**config.mk**
```make
export PLATFORM = sky130hd
export DESIGN_NAME = jt49_wrseq
export DESIGN_NICKNAME = d
export VERILOG_FILES = /design/src/rtl/jt49_wrseq.sv
export SDC_FILE = /design/constraint.sdc
export NUM_CORES = 1
export LEC_CHECK = 0
export ABC_CLOCK_PERIOD_IN_PS = 3300
export BUFFER_PORTS_ARGS = -buffer_cell sky130_fd_sc_hd__buf_2
export CORE_ASPECT_RATIO = 0.5
export CORE_MARGIN = 2
export CORE_UTILIZATION = 53
export CTS_BUF_LIST = sky130_fd_sc_hd__clkbuf_16
export DETAILED_ROUTE_END_ITERATION = 10
export MAX_ROUTING_LAYER = met4
export PLACE_DENSITY_LB_ADDON = 0.05
export SETUP_SLACK_MARGIN = 0.3
export SLEW_MARGIN = 20
export SYNTH_ARGS = -nofsm -noshare
export SYNTH_HDL_FRONTEND = slang
export SYNTH_SLANG_ARGS = --single-unit
```
**constraint.sdc**
```tcl
create_clock -name clk -period 3.3 [get_ports clk]
set_clock_uncertainty 0.1 [all_clocks]
set_input_delay 0.66 -clock clk [delete_from_list [all_inputs] [get_ports clk]]
set_output_delay 0.66 -clock clk [all_outputs]
set_load 0.01 [all_outputs]
```
**src/rtl/jt49_wrseq.sv**
```systemverilog
// ============================================================================
// Module      : jt49_wrseq
// Description : Command FIFO plus bus sequencer for a JT49/AY-3-8910 PSG.
//               Host commands are queued and replayed on the PSG bus as
//               SETUP / STROBE (HOLD cen ticks) / RECOVER phases. Reads
//               capture psg_dout at the end of the strobe.
//               Optional build macro JT49_WRSEQ_DEDUP_EN adds a 16x8 shadow
//               of written values; redundant writes (except reg 13, the
//               envelope shape/restart register) are dropped without a bus
//               cycle.
// Revision    : 1.0 - initial release
// ============================================================================
`default_nettype none

module jt49_wrseq #(
    parameter int DEPTH = 8,
    parameter int HOLD  = 2
) (
    input  logic       clk,
    input  logic       rst,
    input  logic       cen,
    input  logic       req_valid,
    output logic       req_ready,
    input  logic       req_rd,
    input  logic [3:0] req_addr,
    input  logic [7:0] req_data,
    output logic [3:0] psg_addr,
    output logic       psg_cs_n,
    output logic       psg_wr_n,
    output logic [7:0] psg_din,
    input  logic [7:0] psg_dout,
    output logic       rd_valid,
    output logic [7:0] rd_data,
    output logic       busy
);

    localparam int         AW          = (DEPTH > 1) ? $clog2(DEPTH) : 1;
    localparam int         EW          = 13;
    localparam logic [AW:0] C_FULL     = (AW+1)'(DEPTH);
    localparam logic [3:0] C_HOLD_LAST = 4'(HOLD - 1);

    localparam logic [1:0] ST_IDLE    = 2'd0;
    localparam logic [1:0] ST_SETUP   = 2'd1;
    localparam logic [1:0] ST_STROBE  = 2'd2;
    localparam logic [1:0] ST_RECOVER = 2'd3;

    logic [EW-1:0] fifo_q [DEPTH];
    logic [AW-1:0] wptr_q, rptr_q;
    logic [AW:0]   cnt_q;

    logic [1:0] state_q, state_d;
    logic [3:0] tick_q, tick_d;

    logic       rd_q;
    logic [3:0] addr_q;
    logic [7:0] din_q;
    logic       rd_valid_q;
    logic [7:0] rd_data_q;

    logic          w_push, w_pop, w_issue, w_skip, w_strobe_done;
    logic [EW-1:0] w_head;
    logic          w_head_rd;
    logic [3:0]    w_head_addr;
    logic [7:0]    w_head_data;

    assign req_ready   = (cnt_q != C_FULL);
    assign w_push      = req_valid & req_ready;
    // Pop only what was already stored before this edge: no bypass path.
    assign w_pop       = cen & (state_q == ST_IDLE) & (cnt_q != '0);
    assign w_head      = fifo_q[rptr_q];
    assign w_head_rd   = w_head[12];
    assign w_head_addr = w_head[11:8];
    assign w_head_data = w_head[7:0];
    assign w_issue     = w_pop & ~w_skip;
    assign w_strobe_done = (state_q == ST_STROBE) & cen & (tick_q == C_HOLD_LAST);

`ifdef JT49_WRSEQ_DEDUP_EN
    logic [7:0] shadow_q [16];

    // Reg 13 always issues because writing it restarts the envelope.
    assign w_skip = ~w_head_rd & (w_head_addr != 4'd13)
                  & (shadow_q[w_head_addr] == w_head_data);

    // Shadow tracks the last value actually written to each PSG register.
    always_ff @(posedge clk or posedge rst) begin
        if (rst) begin
            for (int i = 0; i < 16; i++) shadow_q[i] <= 8'd0;
        end else if (w_issue && !w_head_rd) begin
            shadow_q[w_head_addr] <= w_head_data;
        end
    end
`else
    assign w_skip = 1'b0;
`endif

    // FIFO storage; validity is tracked by the pointers, so no reset needed.
    always_ff @(posedge clk) begin
        if (w_push) fifo_q[wptr_q] <= {req_rd, req_addr, req_data};
    end

    // FIFO pointers and occupancy; push and pop may coincide.
    always_ff @(posedge clk or posedge rst) begin
        if (rst) begin
            wptr_q <= '0;
            rptr_q <= '0;
            cnt_q  <= '0;
        end else begin
            if (w_push) wptr_q <= wptr_q + 1'b1;
            if (w_pop)  rptr_q <= rptr_q + 1'b1;
            if (w_push && !w_pop)      cnt_q <= cnt_q + 1'b1;
            else if (!w_push && w_pop) cnt_q <= cnt_q - 1'b1;
        end
    end

    // FSM state and strobe tick counter.
    always_ff @(posedge clk or posedge rst) begin
        if (rst) begin
            state_q <= ST_IDLE;
            tick_q  <= 4'd0;
        end else begin
            state_q <= state_d;
            tick_q  <= tick_d;
        end
    end

    // FSM next state; every transition waits for a cen tick.
    always_comb begin
        state_d = state_q;
        tick_d  = tick_q;
        case (state_q)
            ST_IDLE: begin
                if (w_issue) state_d = ST_SETUP;
            end
            ST_SETUP: begin
                if (cen) begin
                    state_d = ST_STROBE;
                    tick_d  = 4'd0;
                end
            end
            ST_STROBE: begin
                if (cen) begin
                    if (tick_q == C_HOLD_LAST) state_d = ST_RECOVER;
                    else                       tick_d  = tick_q + 4'd1;
                end
            end
            default: begin
                if (cen) state_d = ST_IDLE;
            end
        endcase
    end

    // Bus control outputs decoded from the current state.
    always_comb begin
        psg_cs_n = 1'b1;
        psg_wr_n = 1'b1;
        if (state_q == ST_STROBE) begin
            psg_cs_n = 1'b0;
            psg_wr_n = rd_q;
        end
    end

    // Latch the popped command; held stable until the next issued command.
    always_ff @(posedge clk or posedge rst) begin
        if (rst) begin
            rd_q   <= 1'b0;
            addr_q <= 4'd0;
            din_q  <= 8'd0;
        end else if (w_issue) begin
            rd_q   <= w_head_rd;
            addr_q <= w_head_addr;
            din_q  <= w_head_data;
        end
    end

    // Capture read data on the edge that ends the strobe.
    always_ff @(posedge clk or posedge rst) begin
        if (rst) begin
            rd_valid_q <= 1'b0;
            rd_data_q  <= 8'd0;
        end else begin
            rd_valid_q <= w_strobe_done & rd_q;
            if (w_strobe_done && rd_q) rd_data_q <= psg_dout;
        end
    end

    assign psg_addr = addr_q;
    assign psg_din  = din_q;
    assign rd_valid = rd_valid_q;
    assign rd_data  = rd_data_q;
    assign busy     = (cnt_q != '0) | (state_q != ST_IDLE);

endmodule

`default_nettype wire

```
==> impl_metrics.tcl <==
set metrics [dict create \
    status "finished, final reports clean" \
    ir_drop_uv 406.9 \
    yosys.area_share.simple_pct 7.231 \
    yosysMostFrequentCell "edfxtp_1" \
    maxCapViolCount 0 \
    ys_types 39 \
    critPathMaxFanout 5 \
    postLayoutCellArea_um2 6854 \
    report.final.slew_viol_count 0 \
    syn2layout_area_growth_pct 18.96 \
    clock_path_buffers 2 \
    worst_pin_slew_ns 0.8415 \
    fin_crit_ns 2.885 \
    synth-xor-area-share_pct 0.7600 \
    drive_gt1_share_pct 26.68 \
    powerDensity_nw_per_um2 913.7 \
    critPathLaunchType "flop" \
    grt_max_degree 30 \
    synth.top_cells.by_count "edfxtp_1, mux2i_1, nand2_1" \
    finalNetCount 484 \
    postRouteAntennaNets 0 \
    finalHoldViolCount 0 \
    ys.flop_type "edfxtp_1" \
    clk-insertion-delay-late_ns 0.41 \
    hpwl_um 6939 \
    fillers 733 \
    numCtsBuffers 17 \
    cts_tree "yes" \
    cpMaxStageDelayCell "or4_1" \
    die_h_um 77.73 \
    start_util_pct 55.52 \
    cpPeakStageDelay_ns 0.52 \
    synthMuxAreaShare_pct 10.99 \
    rsz0062_at_grt "false" \
    clkSlewWorstSetupHoldPaths_ns 0.06 \
    synth-seq-area-share_pct 70.71 \
    grt_pass1_vias 3316 \
    synthesis.instances 376 \
    max_slew_margin_pct 43.84 \
    finalSetupViolCount 0 \
    hp-class "input port to asynchronous set/reset pin" \
    synth_top_family_by_area "multiplexers" \
    drt_first_pass_iters 5 \
    ys_top_cells_by_area "edfxtp_1, dfrtp_1, mux2i_1" \
    htree_levels 4 \
    io_pins 50 \
    antenna_found_initial 0 \
    final.period_utilization_pct 87.44 \
    crit_path_end_kind "flop" \
    grt-ovfl-total 0 \
    synth_top_cell_area_share_pct 54.20 \
    wl_um 11420 \
    syn_nets 412 \
    drc 0 \
    clockRootBuffer "clkbuf_16" \
    dpl_cell_area_um2 6241 \
    worstSetupPathType "flop to flop" \
    grt_first_pass_wirelength_um 17770 \
    clkSinkCount 142 \
    fmax_mhz 346.6 \
    cp.arrival_ns 3.08 \
    synth_compound_area_share_pct 5.516 \
    setup-tns-final_ns 0 \
    synth-seq-cells 142 \
    synth_top_cell_by_area "edfxtp_1" \
    yosysWarnings 0 \
    syn-cell-area_um2 5762 \
    syn_avg_cell_area_um2 15.32 \
    cp_data_required_time_ns 3.50 \
    synthArstFlopShare_pct 26.76 \
    synth_edf_count 104 \
    die_width_um 151.5 \
    num_rows 26 \
    drt_iter0_markers 171 \
    leakagePower_nw 2.780 \
    synth_fa_ha_area_share_pct 2.519 \
    io_buffers 49 \
    dieArea_um2 11770 \
    cp_cell_sequence "or4_1 > and3_2 > clkinv_4 > ha_4 > inv_2 > ha_1 > a21o_1 > a2111oi_2 > a31oi_1 > a221o_1" \
    core_um2 10380 \
    avgRoutedWirePerCell_um 19.00 \
    track_usage_pct 21.82 \
    place_congestion 0.8757 \
    diodes 0 \
    viasPerCell 5.581 \
    vias 3354 \
]
[state kept, by name, indices dropped and copies added, names as in the netlist]
name	cells
rptr_q	3
fifo_q	104
psg_addr	4
rd_data	8
tick_q	4
rd_q	1
cnt_q	4
wptr_q	3
rd_valid	1
psg_din	8
state_q	2
[power breakdown]
group / switching (mW) / internal, mW / total (mW)
clock network: 0.781 / 1.06 / 1.84
logic: 0.994 / 0.806 / 1.80
registers: 0.299 / 2.32 / 2.62
[per-stage QoR]
step	cells	setup WS (ns)	util [%]	hold slack, ns	power (mW)
detailed placement	565	0.2506	60.14	0.3676	4.416
CTS	598	0.3736	65.77	0.3447	6.271
floorplan	376	0.3215	-	0.3495	3.820
finish	601	0.4145	66.05	0.3148	6.263
global placement	565	0.3072	60.14	0.3613	4.332
global route	601	0.3084	66.05	0.3715	6.626
[cell families (layout without fill, tap and decap cells)]
group	after synthesis	count (layout)
buffers and inverters	23	108
XOR/XNOR	5	5
adder cells (fa/ha/maj)	11	11
flip-flops	142	142
multiplexers	62	62
AO/OA/AOI/OAI	44	44
AND/OR/NAND/NOR	89	89
[routing by layer]
| layer | vias up | GRT usage (%) | wire length (µm) |
|---|---|---|---|
| met3 | 8 | 6.647 | 631 |
| met4 | 0 | 5.794 | 69 |
| met1 | 1681 | 28.41 | 5251 |
| met5 | - | - | 0 |
| met2 | 91 | 33.80 | 5470 |
| li1 | 1574 | - | - |
[layout by cell type (no fill, tap or decap), types with 5 or more instances in the layout]
cell and n:
nand2b_1 6, edfxtp_1 104, nand3_1 14, o21ai_0 5
a22oi_1 27, clkbuf_16 17, inv_6 5, dfrtp_1 35
ha_1 9, mux2_2 10, inv_1 5, buf_2 49
xnor2_1 5, mux2i_1 52, nor2_1 9, buf_4 18
nand2_1 43
[worst paths after layout]
path	startpoint	endpoint	slack, ns	cells past startpoint
worst max-delay path	cnt_q[0]	cnt_q[3]	0.41	10
worst min-delay path	rst	psg_addr[0]	0.31	2
worst max register to register	cnt_q[0]	cnt_q[3]	0.41	10
worst min register to register	psg_addr[0]	psg_addr[0]	0.38	2
max in group asynchronous	rst	psg_addr[2]	2.11	3
min in group clk	psg_addr[0]	psg_addr[0]	0.38	2
[worst max-delay path, delay by kind of cell, from the launching register on]
family                     cells  cell delay (ns)
DFF                            1             0.43
and+or+nand+nor                2             0.78
AOI/OAI and AO/OA              4             0.94
buffers and inverters          2             0.12
adders and majority gates      2             0.40
[area by class of cell]
| cell class | instances | area (µm²) | share of cell area (%) |
|---|---|---|---|
| inverters | 8 | 35.03 | 0.5111 |
| clock inverters | 15 | 151.4 | 2.209 |
| multi-input cells | 211 | 1589 | 23.18 |
| repair buffers | 68 | 400.4 | 5.842 |
| clock buffers | 17 | 425.4 | 6.207 |
| flip-flops and latches | 142 | 4078 | 59.49 |
| well taps | 140 | 175.2 | 2.556 |
[timing repair]
item	4_1_cts	5_1_grt
buffers inserted	1	3
endpoints found under the setup margin	1	1
gates resized for setup	0	4
hold buffers	0	0
Note: power is estimated with default switching activity, not from simulation.
